--- src/rtl/perf_counter_if.sv ---
// Bundles the control strobes, event inputs and readback/status outputs of perf_counter_unit.
interface perf_counter_if #(
  parameter int NUM_EVENTS = 4,
  parameter int CNT_WIDTH  = 32,
  parameter int SEL_W      = (NUM_EVENTS > 1) ? $clog2(NUM_EVENTS) : 1
);
  logic                  start;
  logic                  halt;
  logic                  clear;
  logic                  snap;
  logic [NUM_EVENTS-1:0] event_in;
  logic [SEL_W-1:0]      rd_sel;
  logic [CNT_WIDTH-1:0]  rd_data;
  logic [CNT_WIDTH-1:0]  cycles_consumed;
  logic                  running;
  logic                  done;
  logic                  timeout;
  logic [NUM_EVENTS-1:0] overflow;

  modport master (
    output start, halt, clear, snap, event_in, rd_sel,
    input  rd_data, cycles_consumed, running, done, timeout, overflow
  );

  modport slave (
    input  start, halt, clear, snap, event_in, rd_sel,
    output rd_data, cycles_consumed, running, done, timeout, overflow
  );
endinterface

--- src/rtl/perf_counter_unit.sv ---
// Performance counter block: a cycle counter plus NUM_EVENTS event counters
// measured over one run, with snapshot shadows for readback.
module perf_counter_unit #(
  parameter int NUM_EVENTS = 4,
  parameter int CNT_WIDTH  = 32,
  parameter int MAX_CLOCKS = 4096,
  parameter int SATURATE   = 1
) (
  input  logic          input_clk,
  input  logic          rst,
  perf_counter_if.slave bus
);

  typedef enum logic [1:0] {IDLE, RUN, DONE} state_t;

  localparam logic [63:0] MAX_L = 64'(MAX_CLOCKS);

  state_t                state_q, state_d;
  logic [CNT_WIDTH-1:0]  cyc_q, cyc_d, cyc_inc;
  logic [CNT_WIDTH-1:0]  cnt_q    [NUM_EVENTS];
  logic [CNT_WIDTH-1:0]  cnt_d    [NUM_EVENTS];
  logic [CNT_WIDTH-1:0]  shadow_q [NUM_EVENTS];
  logic [CNT_WIDTH-1:0]  shadow_d [NUM_EVENTS];
  logic [NUM_EVENTS-1:0] ovf_q, ovf_d;
  logic                  timeout_q, timeout_d;
  logic [CNT_WIDTH-1:0]  rd_data_q, rd_data_d;
  logic                  running_q, running_d;
  logic                  done_q, done_d;
  logic                  timeout_hit;
  logic                  restart;

  always_comb begin
    state_d   = state_q;
    cyc_d     = cyc_q;
    cnt_d     = cnt_q;
    shadow_d  = shadow_q;
    ovf_d     = ovf_q;
    timeout_d = timeout_q;
    restart   = 1'b0;

    if (&cyc_q) begin
      cyc_inc = (SATURATE != 0) ? cyc_q : '0;
    end else begin
      cyc_inc = cyc_q + CNT_WIDTH'(1);
    end
    timeout_hit = (state_q == RUN) && (64'(cyc_inc) == MAX_L);

    // Shadows capture the pre-increment values of this edge.
    if (bus.snap) begin
      shadow_d = cnt_q;
    end

    rd_data_d = '0;
    for (int i = 0; i < NUM_EVENTS; i++) begin
      if (int'(bus.rd_sel) == i) begin
        rd_data_d = shadow_q[i];
      end
    end

    case (state_q)
      IDLE: begin
        if (bus.start) begin
          state_d = RUN;
          restart = 1'b1;
        end
      end
      RUN: begin
        cyc_d = cyc_inc;
        for (int i = 0; i < NUM_EVENTS; i++) begin
          if (bus.event_in[i]) begin
            if (&cnt_q[i]) begin
              ovf_d[i] = 1'b1;
              cnt_d[i] = (SATURATE != 0) ? cnt_q[i] : '0;
            end else begin
              cnt_d[i] = cnt_q[i] + CNT_WIDTH'(1);
            end
          end
        end
        if (bus.halt || timeout_hit) begin
          state_d = DONE;
        end
        if (timeout_hit) begin
          timeout_d = 1'b1;
        end
      end
      DONE: begin
        if (bus.start) begin
          state_d = RUN;
          restart = 1'b1;
        end
      end
      default: state_d = IDLE;
    endcase

    if (restart) begin
      cyc_d     = '0;
      cnt_d     = '{default: '0};
      ovf_d     = '0;
      timeout_d = 1'b0;
    end

    // Clear overrides everything else, including a same-edge halt or snap.
    if (bus.clear) begin
      state_d   = IDLE;
      cyc_d     = '0;
      cnt_d     = '{default: '0};
      shadow_d  = '{default: '0};
      ovf_d     = '0;
      timeout_d = 1'b0;
      rd_data_d = '0;
    end

    running_d = (state_d == RUN);
    done_d    = (state_d == DONE);
  end

  always_ff @(posedge input_clk or negedge rst) begin
    if (!rst) begin
      state_q   <= IDLE;
      cyc_q     <= '0;
      cnt_q     <= '{default: '0};
      shadow_q  <= '{default: '0};
      ovf_q     <= '0;
      timeout_q <= 1'b0;
      rd_data_q <= '0;
      running_q <= 1'b0;
      done_q    <= 1'b0;
    end else begin
      state_q   <= state_d;
      cyc_q     <= cyc_d;
      cnt_q     <= cnt_d;
      shadow_q  <= shadow_d;
      ovf_q     <= ovf_d;
      timeout_q <= timeout_d;
      rd_data_q <= rd_data_d;
      running_q <= running_d;
      done_q    <= done_d;
    end
  end

  assign bus.rd_data         = rd_data_q;
  assign bus.cycles_consumed = cyc_q;
  assign bus.running         = running_q;
  assign bus.done            = done_q;
  assign bus.timeout         = timeout_q;
  assign bus.overflow        = ovf_q;

endmodule

--- src/flat_wrapper.sv ---
// flat-port wrapper written by rule: the top's interface ports become plain ports
module perf_counter_unit_flat 
#(
  parameter int NUM_EVENTS = 4,
  parameter int CNT_WIDTH  = 32,
  parameter int MAX_CLOCKS = 4096,
  parameter int SATURATE   = 1
)
  (input_clk, rst, bus_start, bus_halt, bus_clear, bus_snap, bus_event_in, bus_rd_sel, bus_rd_data, bus_cycles_consumed, bus_running, bus_done, bus_timeout, bus_overflow);
  perf_counter_if #(.NUM_EVENTS(NUM_EVENTS), .CNT_WIDTH(CNT_WIDTH)) bus_i ();
  input  logic input_clk;
  input  logic rst;
  input wire logic [$bits(bus_i.start)-1:0] bus_start;
  input wire logic [$bits(bus_i.halt)-1:0] bus_halt;
  input wire logic [$bits(bus_i.clear)-1:0] bus_clear;
  input wire logic [$bits(bus_i.snap)-1:0] bus_snap;
  input wire logic [$bits(bus_i.event_in)-1:0] bus_event_in;
  input wire logic [$bits(bus_i.rd_sel)-1:0] bus_rd_sel;
  output wire logic [$bits(bus_i.rd_data)-1:0] bus_rd_data;
  output wire logic [$bits(bus_i.cycles_consumed)-1:0] bus_cycles_consumed;
  output wire logic [$bits(bus_i.running)-1:0] bus_running;
  output wire logic [$bits(bus_i.done)-1:0] bus_done;
  output wire logic [$bits(bus_i.timeout)-1:0] bus_timeout;
  output wire logic [$bits(bus_i.overflow)-1:0] bus_overflow;
  assign bus_i.start = bus_start;
  assign bus_i.halt = bus_halt;
  assign bus_i.clear = bus_clear;
  assign bus_i.snap = bus_snap;
  assign bus_i.event_in = bus_event_in;
  assign bus_i.rd_sel = bus_rd_sel;
  assign bus_rd_data = bus_i.rd_data;
  assign bus_cycles_consumed = bus_i.cycles_consumed;
  assign bus_running = bus_i.running;
  assign bus_done = bus_i.done;
  assign bus_timeout = bus_i.timeout;
  assign bus_overflow = bus_i.overflow;
  perf_counter_unit #(.NUM_EVENTS(NUM_EVENTS), .CNT_WIDTH(CNT_WIDTH), .MAX_CLOCKS(MAX_CLOCKS), .SATURATE(SATURATE)) u_core (.input_clk(input_clk), .rst(rst), .bus(bus_i));
endmodule
--- config.mk ---
export PLATFORM = sky130hd
export DESIGN_NAME = perf_counter_unit_flat
export DESIGN_NICKNAME = d
export VERILOG_FILES = /design/src/rtl/perf_counter_if.sv /design/src/rtl/perf_counter_unit.sv /design/src/flat_wrapper.sv
export SDC_FILE = /design/constraint.sdc
export NUM_CORES = 1
export LEC_CHECK = 0
export BUFFER_PORTS_ARGS = -buffer_cell sky130_fd_sc_hd__buf_4
export CAP_MARGIN = 20
export CORE_ASPECT_RATIO = 0.9
export CORE_MARGIN = 4
export CORE_UTILIZATION = 56
export DETAILED_ROUTE_END_ITERATION = 8
export PLACE_DENSITY = 0.77
export SYNTH_ARGS = -nofsm -noshare
export SYNTH_HDL_FRONTEND = slang
export SYNTH_SLANG_ARGS = --single-unit
--- constraint.sdc ---
create_clock -name input_clk -period 2.5 [get_ports input_clk]
set_input_delay 0.125 -clock input_clk [delete_from_list [all_inputs] [get_ports input_clk]]
set_output_delay 0.125 -clock input_clk [all_outputs]
set_load 0.02 [all_outputs]
==> reports/results.tsv <==
metric	value	unit
status	finished, violations left	
violations	negative setup slack	
p_switching	2.490	mW
reg2reg_from	u_core.bus.cycles_consumed[6]	
maxSlewViolCount	0	
syn_inst	1570	
vias_per_cell	6.059	
drc_errors	0	
ys.flop_type	dfrtp_1	
worst_slew_pin_slew	0.6952	ns
combPwrFrac	0.050	
die-area	0.03161	mm^2
dieHeight	169.1	um
numCtsBuffers	34	
drt_iter0_drc	1285	
routed_wl	46.04	mm
post-route-min-period	2.694	ns
dieWidth	187.0	um
hold_viol_final	0	
gr-usage-all-layers	0.2934	
power.share.sequential	0.484	
internal-power	8.567	mW
slew_headroom	0.5354	
placed_area	0.01829	mm^2
syn_nets	1587	
finalSetupViolCount	5	
endpoint_kind	flip-flop	
initial_utilization	0.5733	
synth_edf_count	0	
crit_path_max_incr_delay	0.57	ns
drive_gt1_frac	0.2209	
finalPower	11.06	mW
maxCapViolations	0	
clock_power_share	0.466	
top_layer	met4	
rsz0062_at_grt	true	
hpwlAfterDp	32.51	mm
coreArea	0.02816	mm^2
crit_required	2.87	ns
row_count	58	
grt_pass1_vias	12940	
min_from	bus_event_in[2]	
startpoint	u_core.bus.cycles_consumed[6]	
cts_sinks	329	
antenna_cells	0	
clk_latency	0.53	ns
hold_path_class	in -> reg	
met1Wirelength	21.04	mm
startpoint_type	flip-flop	
ios	83	
post-route-period-util	1.078	
first_pass_iters	6	
slowest_stage	or4_4	
p_leak	9.083	nW
syn_area_per_cell	10.28	um^2
yosysWarnings	0	
area_growth	21.95	%
vias	13100	
nNetsFinal	1795	
crit_chain	nand4_4 > or4_4 > or3_4 > o41a_1 > a2111oi_4 > nand4_4 > o2bb2ai_2	
wl_met3	3.429	mm
yosysUniqueCellTypes	63	
routedWlPerCell	21.29	um
clkTransAtPathRegs	0.06	ns
ys_seq_elements	329	
io_buffers	82	
max_freq	371.1	MHz
vdd_drop_max	0.7116	mV
cp_max_fo	5	
wl_met2	20.75	mm
worst_path_most_repeated_cell	nand4_4	
clock_skew	0.02576	ns
swShare	0.2252	
htreeDepth	2	
design_area	0.01969	mm^2
ant_nets	0	
timing.final.ws_setup	-0.1944	ns
timing.hold.ws	0.05220	ns
powerDensity	561.6	mW/mm^2
tritoncts	yes	
gp_congestion	0.9560	
overflow	0	
grt_pass1_wl	73.30	mm
synth_area	0.01614	mm^2
antenna_found_initial	2	
cp_data_arrival_time	3.06	ns
path_class	reg -> reg	
clockBufferDepth	3	
ys_seq_area_frac	0.5100	
root_buffer	clkbuf_16	
async_reset_ff_frac	1.000	
grt_max_degree	134	
[metal layers]
layer	global-route usage	vias up
met5	0	-
li1	-	5937
met3	0.05608	63
met2	0.4488	443
met4	0.06140	0
met1	0.4437	6657
[Yosys cell counts, types with 3 or more instances]
cell type | count | area, um^2
nor4_1 | 14 | 87.58
or4_1 | 5 | 37.54
a31oi_1 | 17 | 106.4
a21oi_1 | 41 | 205.2
nand3_1 | 55 | 275.3
mux4_2 | 32 | 720.7
a22o_1 | 3 | 26.28
inv_1 | 16 | 60.06
or2_2 | 3 | 18.77
buf_2 | 6 | 30.03
o41ai_1 | 3 | 26.28
nor3_1 | 27 | 135.1
clkbuf_1 | 73 | 274.0
and4_1 | 26 | 227.7
dfrtp_1 | 329 | 8233
nor2_1 | 285 | 1070
xnor2_1 | 48 | 420.4
mux2i_1 | 136 | 1361
ha_1 | 5 | 62.56
o21ai_0 | 61 | 305.3
o31ai_1 | 6 | 45.04
buf_1 | 7 | 26.28
nand2_1 | 100 | 375.4
o21a_1 | 4 | 30.03
nand2b_1 | 8 | 50.05
nor4b_1 | 4 | 35.03
or3_1 | 19 | 118.9
nand4_1 | 47 | 294.0
and2_1 | 49 | 306.5
xor2_1 | 68 | 595.6
and3_1 | 33 | 206.5
[worst max-delay path, delay by kind of cell (launching register included)]
| kind | cells | cell delay, ns |
|---|---|---|
| simple gates | 4 | 1.26 |
| flops | 1 | 0.39 |
| compound gates | 3 | 0.89 |
[final timing paths]
path                       slack (ns)  cells past startpoint                endpoint
setup / recovery                -0.19                      7      u_core.bus.running
hold / removal                   0.05                      4  u_core.bus.overflow[2]
setup reg to reg                -0.19                      7      u_core.bus.running
hold reg to reg                  0.50                      1  u_core.bus.overflow[1]
max in group asynchronous        1.51                      3        u_core.cnt_q[25]
min in group asynchronous        0.13                      2        u_core.cnt_q[98]
[final cells by class]
| type | instances | area (um^2) |
|---|---|---|
| Inverter | 17 | 63.81 |
| Clock buffer | 51 | 1036 |
| Fill cell | 2050 | 8471 |
| Tap cell | 360 | 450.4 |
| Multi-Input combinational cell | 1138 | 7750 |
| Timing Repair Buffer | 258 | 2044 |
| Clock inverter | 9 | 98.84 |
| Sequential cell | 329 | 8243 |
[per-stage QoR]
stage               std cells  TNS (ns)  setup WS, ns    util
finish                   2162   -0.7970       -0.1944  0.6992
global route             2162    -1.337       -0.2951  0.6992
CTS                      2161    -1.032       -0.2414  0.6938
detailed placement       2096    -1.723       -0.3541  0.6496
global placement         2096    -1.373       -0.2858  0.6496
floorplan                1570   -0.9915       -0.2304       -
[logic make-up after synthesis]
group,after synthesis,synth area share
and+or+nand+nor,690,0.2100
AOI/OAI and AO/OA,159,0.05984
DFF,329,0.5100
adders and majority gates,5,0.003875
buffers and inverters,103,0.02441
muxes,168,0.1290
xor gates and xnor gates,116,0.06294
[state kept, by name (all words and copies together), names as in the netlist, 2 cells and up]
register and flops:
u_core.bus.cycles_consumed 32, u_core.shadow_q 128, u_core.bus.overflow 4, u_core.state_q 2, u_core.cnt_q 128, u_core.bus.rd_data 32
[power by group through the flow]
stage | clock (mW) | sequential [mW] | combinational [mW]
2_1_floorplan | 0 | 5.45 | 0.278
3_3_place_gp | 0 | 5.44 | 0.545
3_5_place_dp | 0 | 5.44 | 0.547
4_1_cts | 5.23 | 5.34 | 0.556
5_1_grt | 5.46 | 5.34 | 0.602
6_report | 5.16 | 5.35 | 0.553
[layout by cell type, fill, tap and decap left out, types with 6 or more instances in the layout]
cell,n
dfrtp_1,321
nor2_1,284
buf_4,246
mux2i_1,136
nand2_1,97
xor2_1,67
o21ai_0,60
nand3_1,51
and2_1,49
xnor2_1,48
nand4_1,47
a21oi_1,41
clkbuf_16,35
and3_1,33
mux4_2,32
nor3_1,21
and4_1,20
or3_1,19
inv_1,16
a31oi_1,16
clkbuf_8,10
nor4_1,9
nand2b_1,8
dfrtp_2,8
buf_12,7
nor3_2,6
o31ai_1,6
clkinv_2,6
clkbuf_1,6
[repair_timing]
action | in CTS | in global routing
pin swaps | 13 | 9
hold buffers | 2 | 0
buffers inserted | 3 | 1
endpoints found under the hold margin | 58 | 0
gates resized for setup | 13 | 30
gates cloned | 0 | 0
endpoints found under the setup margin | 9 | 45
(Power assumes the default switching activity.)
